--- src/rtl/rtl_settings_pkg.sv ---
// Shared settings for the memory test path: bus widths, command and pattern encodings.
package rtl_settings_pkg;

    localparam int AMM_ADDR_W = 31;
    localparam int AMM_DATA_W = 128;
    localparam int BURST_W    = 11;

    typedef enum logic [1:0] {
        PAT_FIXED = 2'd0,
        PAT_INCR  = 2'd1,
        PAT_ALT   = 2'd2
    } pattern_mode_t;

    typedef enum logic {
        WRITE_TRANS = 1'b0,
        READ_TRANS  = 1'b1
    } trans_type_t;

    typedef enum logic [1:0] {
        IDLE_S  = 2'd0,
        WRITE_S = 2'd1,
        READ_S  = 2'd2
    } trans_state_t;

    // Unsupported pattern codes fall back to the fixed-seed pattern.
    function automatic pattern_mode_t decode_mode(input logic [2:0] raw);
        return (raw > 3'd2) ? PAT_FIXED : pattern_mode_t'(raw[1:0]);
    endfunction

endpackage

--- src/rtl/mem_transmitter_data_gen.sv ---
// Registered write-data pattern generator; the register always holds the current beat,
// so a beat_advance makes the next beat visible on the following cycle.
module data_gen
    import rtl_settings_pkg::*;
#(
    parameter int DATA_W = AMM_DATA_W,
    parameter int BEAT_W = BURST_W
) (
    input  logic              clk_i,
    input  logic              rst_i,
    input  pattern_mode_t     pattern_mode,
    input  logic [7:0]        seed,
    input  logic              beat_start,
    input  logic              beat_advance,
    output logic [DATA_W-1:0] data_o
);

    localparam int NUM_LANES = DATA_W / 8;

    logic [BEAT_W-1:0]             beat_q, beat_d;
    logic [NUM_LANES-1:0][7:0]     lane_d, data_q;
    logic [7:0]                    incr_base;

    assign beat_d    = beat_start ? '0 : beat_q + BEAT_W'(1);
    // Incrementing pattern continues byte numbering across beats, modulo 256.
    assign incr_base = 8'(beat_d * NUM_LANES);

    for (genvar k = 0; k < NUM_LANES; k++) begin : g_lane
        assign lane_d[k] = (pattern_mode == PAT_INCR)            ? incr_base + 8'(k) :
                           (pattern_mode == PAT_ALT && beat_d[0]) ? ~seed : seed;
    end

    always_ff @(posedge clk_i or posedge rst_i) begin
        if (rst_i) begin
            beat_q <= '0;
            data_q <= '0;
        end else if (beat_start || beat_advance) begin
            beat_q <= beat_d;
            data_q <= lane_d;
        end
    end

    assign data_o = data_q;

endmodule

--- src/rtl/mem_transmitter.sv ---
// Turns control-FSM write/read commands into Avalon-MM bursts and tracks outstanding
// read beats so control can see when the memory path has drained.
module mem_transmitter #(
    parameter int ADDR_W  = rtl_settings_pkg::AMM_ADDR_W,
    parameter int DATA_W  = rtl_settings_pkg::AMM_DATA_W,
    parameter int BURST_W = rtl_settings_pkg::BURST_W
) (
    input  logic                clk_i,
    input  logic                rst_i,
    input  logic                start_test_i,
    input  logic [2:1][31:0]    test_param_i,
    input  logic                trans_valid_i,
    input  logic                trans_type_i,
    input  logic [ADDR_W-1:0]   trans_addr_i,
    output logic                trans_process_o,
    output logic                trans_busy_o,
    output logic [ADDR_W-1:0]   amm_address_o,
    output logic [BURST_W-1:0]  amm_burstcount_o,
    output logic                amm_write_o,
    output logic [DATA_W-1:0]   amm_writedata_o,
    output logic                amm_read_o,
    input  logic                amm_waitrequest_i,
    input  logic                amm_readdatavalid_i
);

    import rtl_settings_pkg::*;

    localparam int CNT_W = BURST_W + 4;
    localparam logic [CNT_W:0] CNT_LIMIT = {1'b1, {CNT_W{1'b0}}};

    trans_state_t        state_q, state_d;
    logic [BURST_W-1:0]  burst_len_q, burst_q, beats_q, param_len;
    pattern_mode_t       mode_q;
    logic [7:0]          seed_q;
    logic [ADDR_W-1:0]   addr_q;
    logic [CNT_W-1:0]    out_q, out_d;
    logic                process_q, busy_q;
    logic                accept, wr_hs, rd_hs, rd_room, param_ld;
    logic                unused_param;

    assign unused_param = ^{test_param_i[1][31:14], test_param_i[2][31:8]};
    assign param_len    = BURST_W'(test_param_i[1][10:0]);
    assign param_ld     = start_test_i && state_q == IDLE_S && !process_q;

    assign accept  = trans_valid_i && !process_q && state_q == IDLE_S;
    assign wr_hs   = amm_write_o && !amm_waitrequest_i;
    assign rd_hs   = amm_read_o && !amm_waitrequest_i;
    // Only room can appear while waiting, so a raised read never has to be withdrawn.
    assign rd_room = ({1'b0, out_q} + {{(CNT_W+1-BURST_W){1'b0}}, burst_q}) < CNT_LIMIT;

    always_ff @(posedge clk_i or posedge rst_i) begin
        if (rst_i) state_q <= IDLE_S;
        else       state_q <= state_d;
    end

    always_comb begin
        state_d = state_q;
        unique case (state_q)
            IDLE_S:  if (accept)
                         state_d = (trans_type_t'(trans_type_i) == READ_TRANS) ? READ_S : WRITE_S;
            WRITE_S: if (wr_hs && beats_q == BURST_W'(1)) state_d = IDLE_S;
            READ_S:  if (rd_hs) state_d = IDLE_S;
            default: state_d = IDLE_S;
        endcase
    end

    always_comb begin
        amm_write_o = 1'b0;
        amm_read_o  = 1'b0;
        unique case (state_q)
            WRITE_S: amm_write_o = 1'b1;
            READ_S:  amm_read_o  = rd_room;
            default: ;
        endcase
    end

    // Beats are booked when the slave takes the read; stray beats with nothing booked are dropped.
    always_comb begin
        out_d = out_q;
        if (rd_hs)
            out_d = out_d + {4'd0, burst_q};
        if (amm_readdatavalid_i && out_d != '0)
            out_d = out_d - CNT_W'(1);
    end

    always_ff @(posedge clk_i or posedge rst_i) begin
        if (rst_i) begin
            burst_len_q <= BURST_W'(1);
            mode_q      <= PAT_FIXED;
            seed_q      <= '0;
            addr_q      <= '0;
            burst_q     <= '0;
            beats_q     <= '0;
            out_q       <= '0;
            process_q   <= 1'b0;
            busy_q      <= 1'b0;
        end else begin
            if (param_ld) begin
                burst_len_q <= (param_len == '0) ? BURST_W'(1) : param_len;
                mode_q      <= decode_mode(test_param_i[1][13:11]);
                seed_q      <= test_param_i[2][7:0];
            end
            if (accept) begin
                addr_q  <= trans_addr_i;
                burst_q <= burst_len_q;
                beats_q <= burst_len_q;
            end else if (wr_hs) begin
                beats_q <= beats_q - BURST_W'(1);
            end
            // Held one cycle past the last handshake: that is the bubble between commands.
            if (accept)               process_q <= 1'b1;
            else if (state_q == IDLE_S) process_q <= 1'b0;
            out_q  <= out_d;
            busy_q <= (state_d != IDLE_S) || (out_d != '0);
        end
    end

    data_gen #(
        .DATA_W (DATA_W),
        .BEAT_W (BURST_W)
    ) u_data_gen (
        .clk_i        (clk_i),
        .rst_i        (rst_i),
        .pattern_mode (mode_q),
        .seed         (seed_q),
        .beat_start   (accept),
        .beat_advance (wr_hs),
        .data_o       (amm_writedata_o)
    );

    assign trans_process_o  = process_q;
    assign trans_busy_o     = busy_q;
    assign amm_address_o    = addr_q;
    assign amm_burstcount_o = burst_q;

endmodule

--- config.mk ---
export PLATFORM = sky130hd
export DESIGN_NAME = mem_transmitter
export DESIGN_NICKNAME = d
export VERILOG_FILES = /design/src/rtl/rtl_settings_pkg.sv /design/src/rtl/mem_transmitter_data_gen.sv /design/src/rtl/mem_transmitter.sv
export SDC_FILE = /design/constraint.sdc
export NUM_CORES = 1
export LEC_CHECK = 0
export CAP_MARGIN = 20
export CORE_ASPECT_RATIO = 0.75
export CORE_MARGIN = 2
export CORE_UTILIZATION = 30
export CTS_BUF_LIST = sky130_fd_sc_hd__clkbuf_8
export DETAILED_ROUTE_END_ITERATION = 16
export DONT_BUFFER_PORTS = 1
export GPL_TIMING_DRIVEN = 0
export PLACE_DENSITY = 0.53
export SLEW_MARGIN = 40
export SYNTH_ARGS = -nofsm -noshare
export SYNTH_HDL_FRONTEND = slang
export SYNTH_SLANG_ARGS = --single-unit
--- constraint.sdc ---
create_clock -name clk_i -period 9.4 [get_ports clk_i]
set_input_delay 2.35 -clock clk_i [delete_from_list [all_inputs] [get_ports clk_i]]
set_output_delay 2.35 -clock clk_i [all_outputs]
set_load 0.005 [all_outputs]
==> flow_summary.json <==
{
  "status": "completed",
  "hold_viol": 0,
  "dp.cells": 1048,
  "cts.clk_slew.worst_paths_ns": 0.11,
  "fp.dieArea_um2": 23800,
  "via_per_inst": 4.86,
  "clock_tree.buffer_depth": 2,
  "finClkSkew_ns": 0.0124,
  "grt_pass1_wl_um": 27800,
  "syn_to_final_growth_pct": 8.88,
  "first_iter_violations": 308,
  "crit_path_end_kind": "flop",
  "cp_max_fo": 10,
  "design_area_um2": 7380,
  "gp_congestion": 0.815,
  "cp-start-kind": "primary input",
  "ys_types": 76,
  "ys_dominant_reg_cell": "dfrtp_1",
  "yosysWarnings": 0,
  "switchingPower_w": 0.00129,
  "grt_usage": 0.153,
  "wl_per_cell_um": 16.9,
  "drc_errors": 0,
  "die_w_um": 178,
  "cts_resized": 0,
  "p_leak_nw": 3.34,
  "crit_required_ns": 9.69,
  "final_cell_mix": "nand2_1, buf_4, dfrtp_1, nor2_1, a21oi_1",
  "diodes": 0,
  "root_buffer": "clkbuf_8",
  "min_period_ns": 5.26,
  "arrival_ns": 5.54,
  "crit_top_cell": "mux2i_1",
  "switching_share": 0.459,
  "p_int_w": 0.00152,
  "syn_area_um2": 6780,
  "cts_setup_buffers": 0,
  "drive_above_1_share": 0.244,
  "nNetsFinal": 883,
  "cts_buffers": 9,
  "power_density_nw_per_um2": 380,
  "cts_tree": "done",
  "max_stage_delay_ns": 0.43,
  "io_pins": 276,
  "drtAntennaViolNets": 0,
  "io_buffers": 0,
  "antenna_found_initial": 0,
  "rows": 47,
  "synth_nets": 871,
  "insertion_delay_ns": 0.41,
  "die_y_um": 134,
  "dr.pass1.iters": 5,
  "synth_cells": 753,
  "fin_crit_sh": 0.559,
  "grt_max_degree": 67,
  "ctsHoldBuffers": 0,
  "dr_total_vias": 5172,
  "synth_edf_count": 0,
  "grt_pass1_vias": 4735,
  "synthArstFlopShare": 1.00,
  "coreArea_um2": 22100,
  "crit_chain": "a211oi_4 > and2_1 > buf_6 > buf_2 > mux2i_1 > ha_1 > nand3_1 > mux2i_1 > o211ai_4 > a2111oi_2 > o311ai_0 > nor4_1 > nand4b_1",
  "numClockSinks": 109,
  "hold_class": "flop to flop",
  "clkPwrFrac": 0.106,
  "finalSetupTns_ns": 0,
  "htreeDepth": 3,
  "ys_ff_latch": 109,
  "clock.fmax_ghz": 0.190,
  "setup_viol": 0,
  "rsz0062_at_grt": "false",
  "dp_hpwl_um": 13900,
  "start_util": 0.307,
  "tightest_slew_ns": 0.753,
  "syn_avg_cell_area_um2": 9.00,
  "slew_viol_final": 0,
  "final_common_cell": "nand2_1",
  "irDropWorstVdd_uv": 104,
  "maxCapViolCount": 0,
  "power_frac_seq": 0.344,
  "criticalPathCategory": "primary input to flop",
  "final_cells": 1064,
  "comb_power_share": 0.550,
  "place_area_um2": 7180,
  "crit_slowest_cell": "a211oi_4",
  "yosysSeqAreaShare": 0.403,
  "grt_overflow": 0,
  "routed_wl_um": 18000,
  "max_slew_margin": 0.497
}
==> power by group through the flow <==
stage	Combinational [W]	Clock [W]	Sequential, W
after floorplan	0.00128	0	0.000887
after global placement	0.00153	0	0.000978
after detailed placement	0.00154	0	0.000977
after CTS	0.00154	0.000309	0.000971
after global routing	0.00171	0.000329	0.00101
final	0.00154	0.000297	0.000965
==> kinds of logic after synthesis <==
kind of cell             synth area share
buffers and inverters               0.150
adder cells (fa/ha/maj)            0.0306
XOR/XNOR                           0.0336
flip-flops                          0.403
AO/OA/AOI/OAI                       0.141
multiplexers                       0.0462
AND/OR/NAND/NOR                     0.195
==> stage by stage <==
stage / setup WS [ns] / util / total power, W / hold slack [ns]
after floorplan: 4.18 / - / 0.00216 / 0.448
after global placement: 2.71 / 0.323 / 0.00251 / 0.482
after detailed placement: 3.75 / 0.325 / 0.00252 / 0.486
after CTS: 4.17 / 0.334 / 0.00282 / 0.517
after global routing: 3.94 / 0.334 / 0.00306 / 0.535
final: 4.14 / 0.334 / 0.00280 / 0.515
==> registers in the layout, summed over array words and instances, names as in the netlist <==
signal,cells
beats_q,11
trans_busy_o,1
u_data_gen.data_o,12
burst_len_q,11
amm_burstcount_o,11
seed_q,8
mode_q,2
trans_process_o,1
amm_address_o,31
state_q,2
out_q,15
u_data_gen.beat_q,4
==> Yosys cell counts (all sizes together), types with 4 or more instances <==
cell type    n  share of area
dfrtp      108           0.40
nand2b       7         0.0065
xnor2       12          0.016
a21o         4         0.0044
inv          8         0.0044
nor4        10          0.011
nand3       23          0.018
or3          5         0.0046
nor3         8         0.0066
a31oi        4         0.0046
nand2      168          0.094
a21oi       36          0.027
and2         5         0.0046
o311ai       5         0.0065
mux2i        8          0.013
a211oi       8          0.014
ha          15          0.028
nor2        45          0.025
and3         7         0.0065
buf        124           0.14
o211ai      10          0.014
mux2        20          0.033
o21ai       34          0.026
clkbuf      17         0.0094
xor2        14          0.018
==> layer usage <==
| metal | share of wire | track usage | routed length, µm | vias up |
|---|---|---|---|---|
| met5 | 0 | 0 | 0 | - |
| met4 | 0.0072 | 0.0296 | 129 | 0 |
| met3 | 0.090 | 0.0581 | 1630 | 10 |
| met2 | 0.41 | 0.205 | 7350 | 186 |
| met1 | 0.49 | 0.232 | 8920 | 2477 |
| li1 | - | - | - | 2499 |
==> worst max-delay path: cells and delay by family <==
kind	cells	cell delay (ns)
AOI/OAI and AO/OA	4	1.20
buffers and inverters	2	0.42
and+or+nand+nor	4	0.73
adders and majority gates	1	0.26
muxes	2	0.58
==> final cells by class <==
type / count / area [µm²]
fillers: 2315 / 14700
multi-input cells: 495 / 3030
flip-flops and latches: 109 / 2730
plain buffers: 141 / 990
well taps: 294 / 368
clock buffers: 9 / 124
clock inverters: 7 / 75.1
inverters: 8 / 37.5
repair buffers: 1 / 27.5
==> worst paths after layout <==
kind	endpoint	start	slack, ns	cells past startpoint
setup / recovery	trans_busy_o	amm_waitrequest_i	4.14	13
max in group asynchronous	burst_len_q[0]	rst_i	6.94	2
hold reg to reg	burst_len_q[0]	burst_len_q[0]	0.52	2
hold / removal	burst_len_q[0]	burst_len_q[0]	0.52	2
setup reg to reg	trans_busy_o	out_q[4]	4.66	17
min in group asynchronous	amm_address_o[8]	rst_i	1.75	1
No activity file was read; power rests on OpenSTA's default activity.
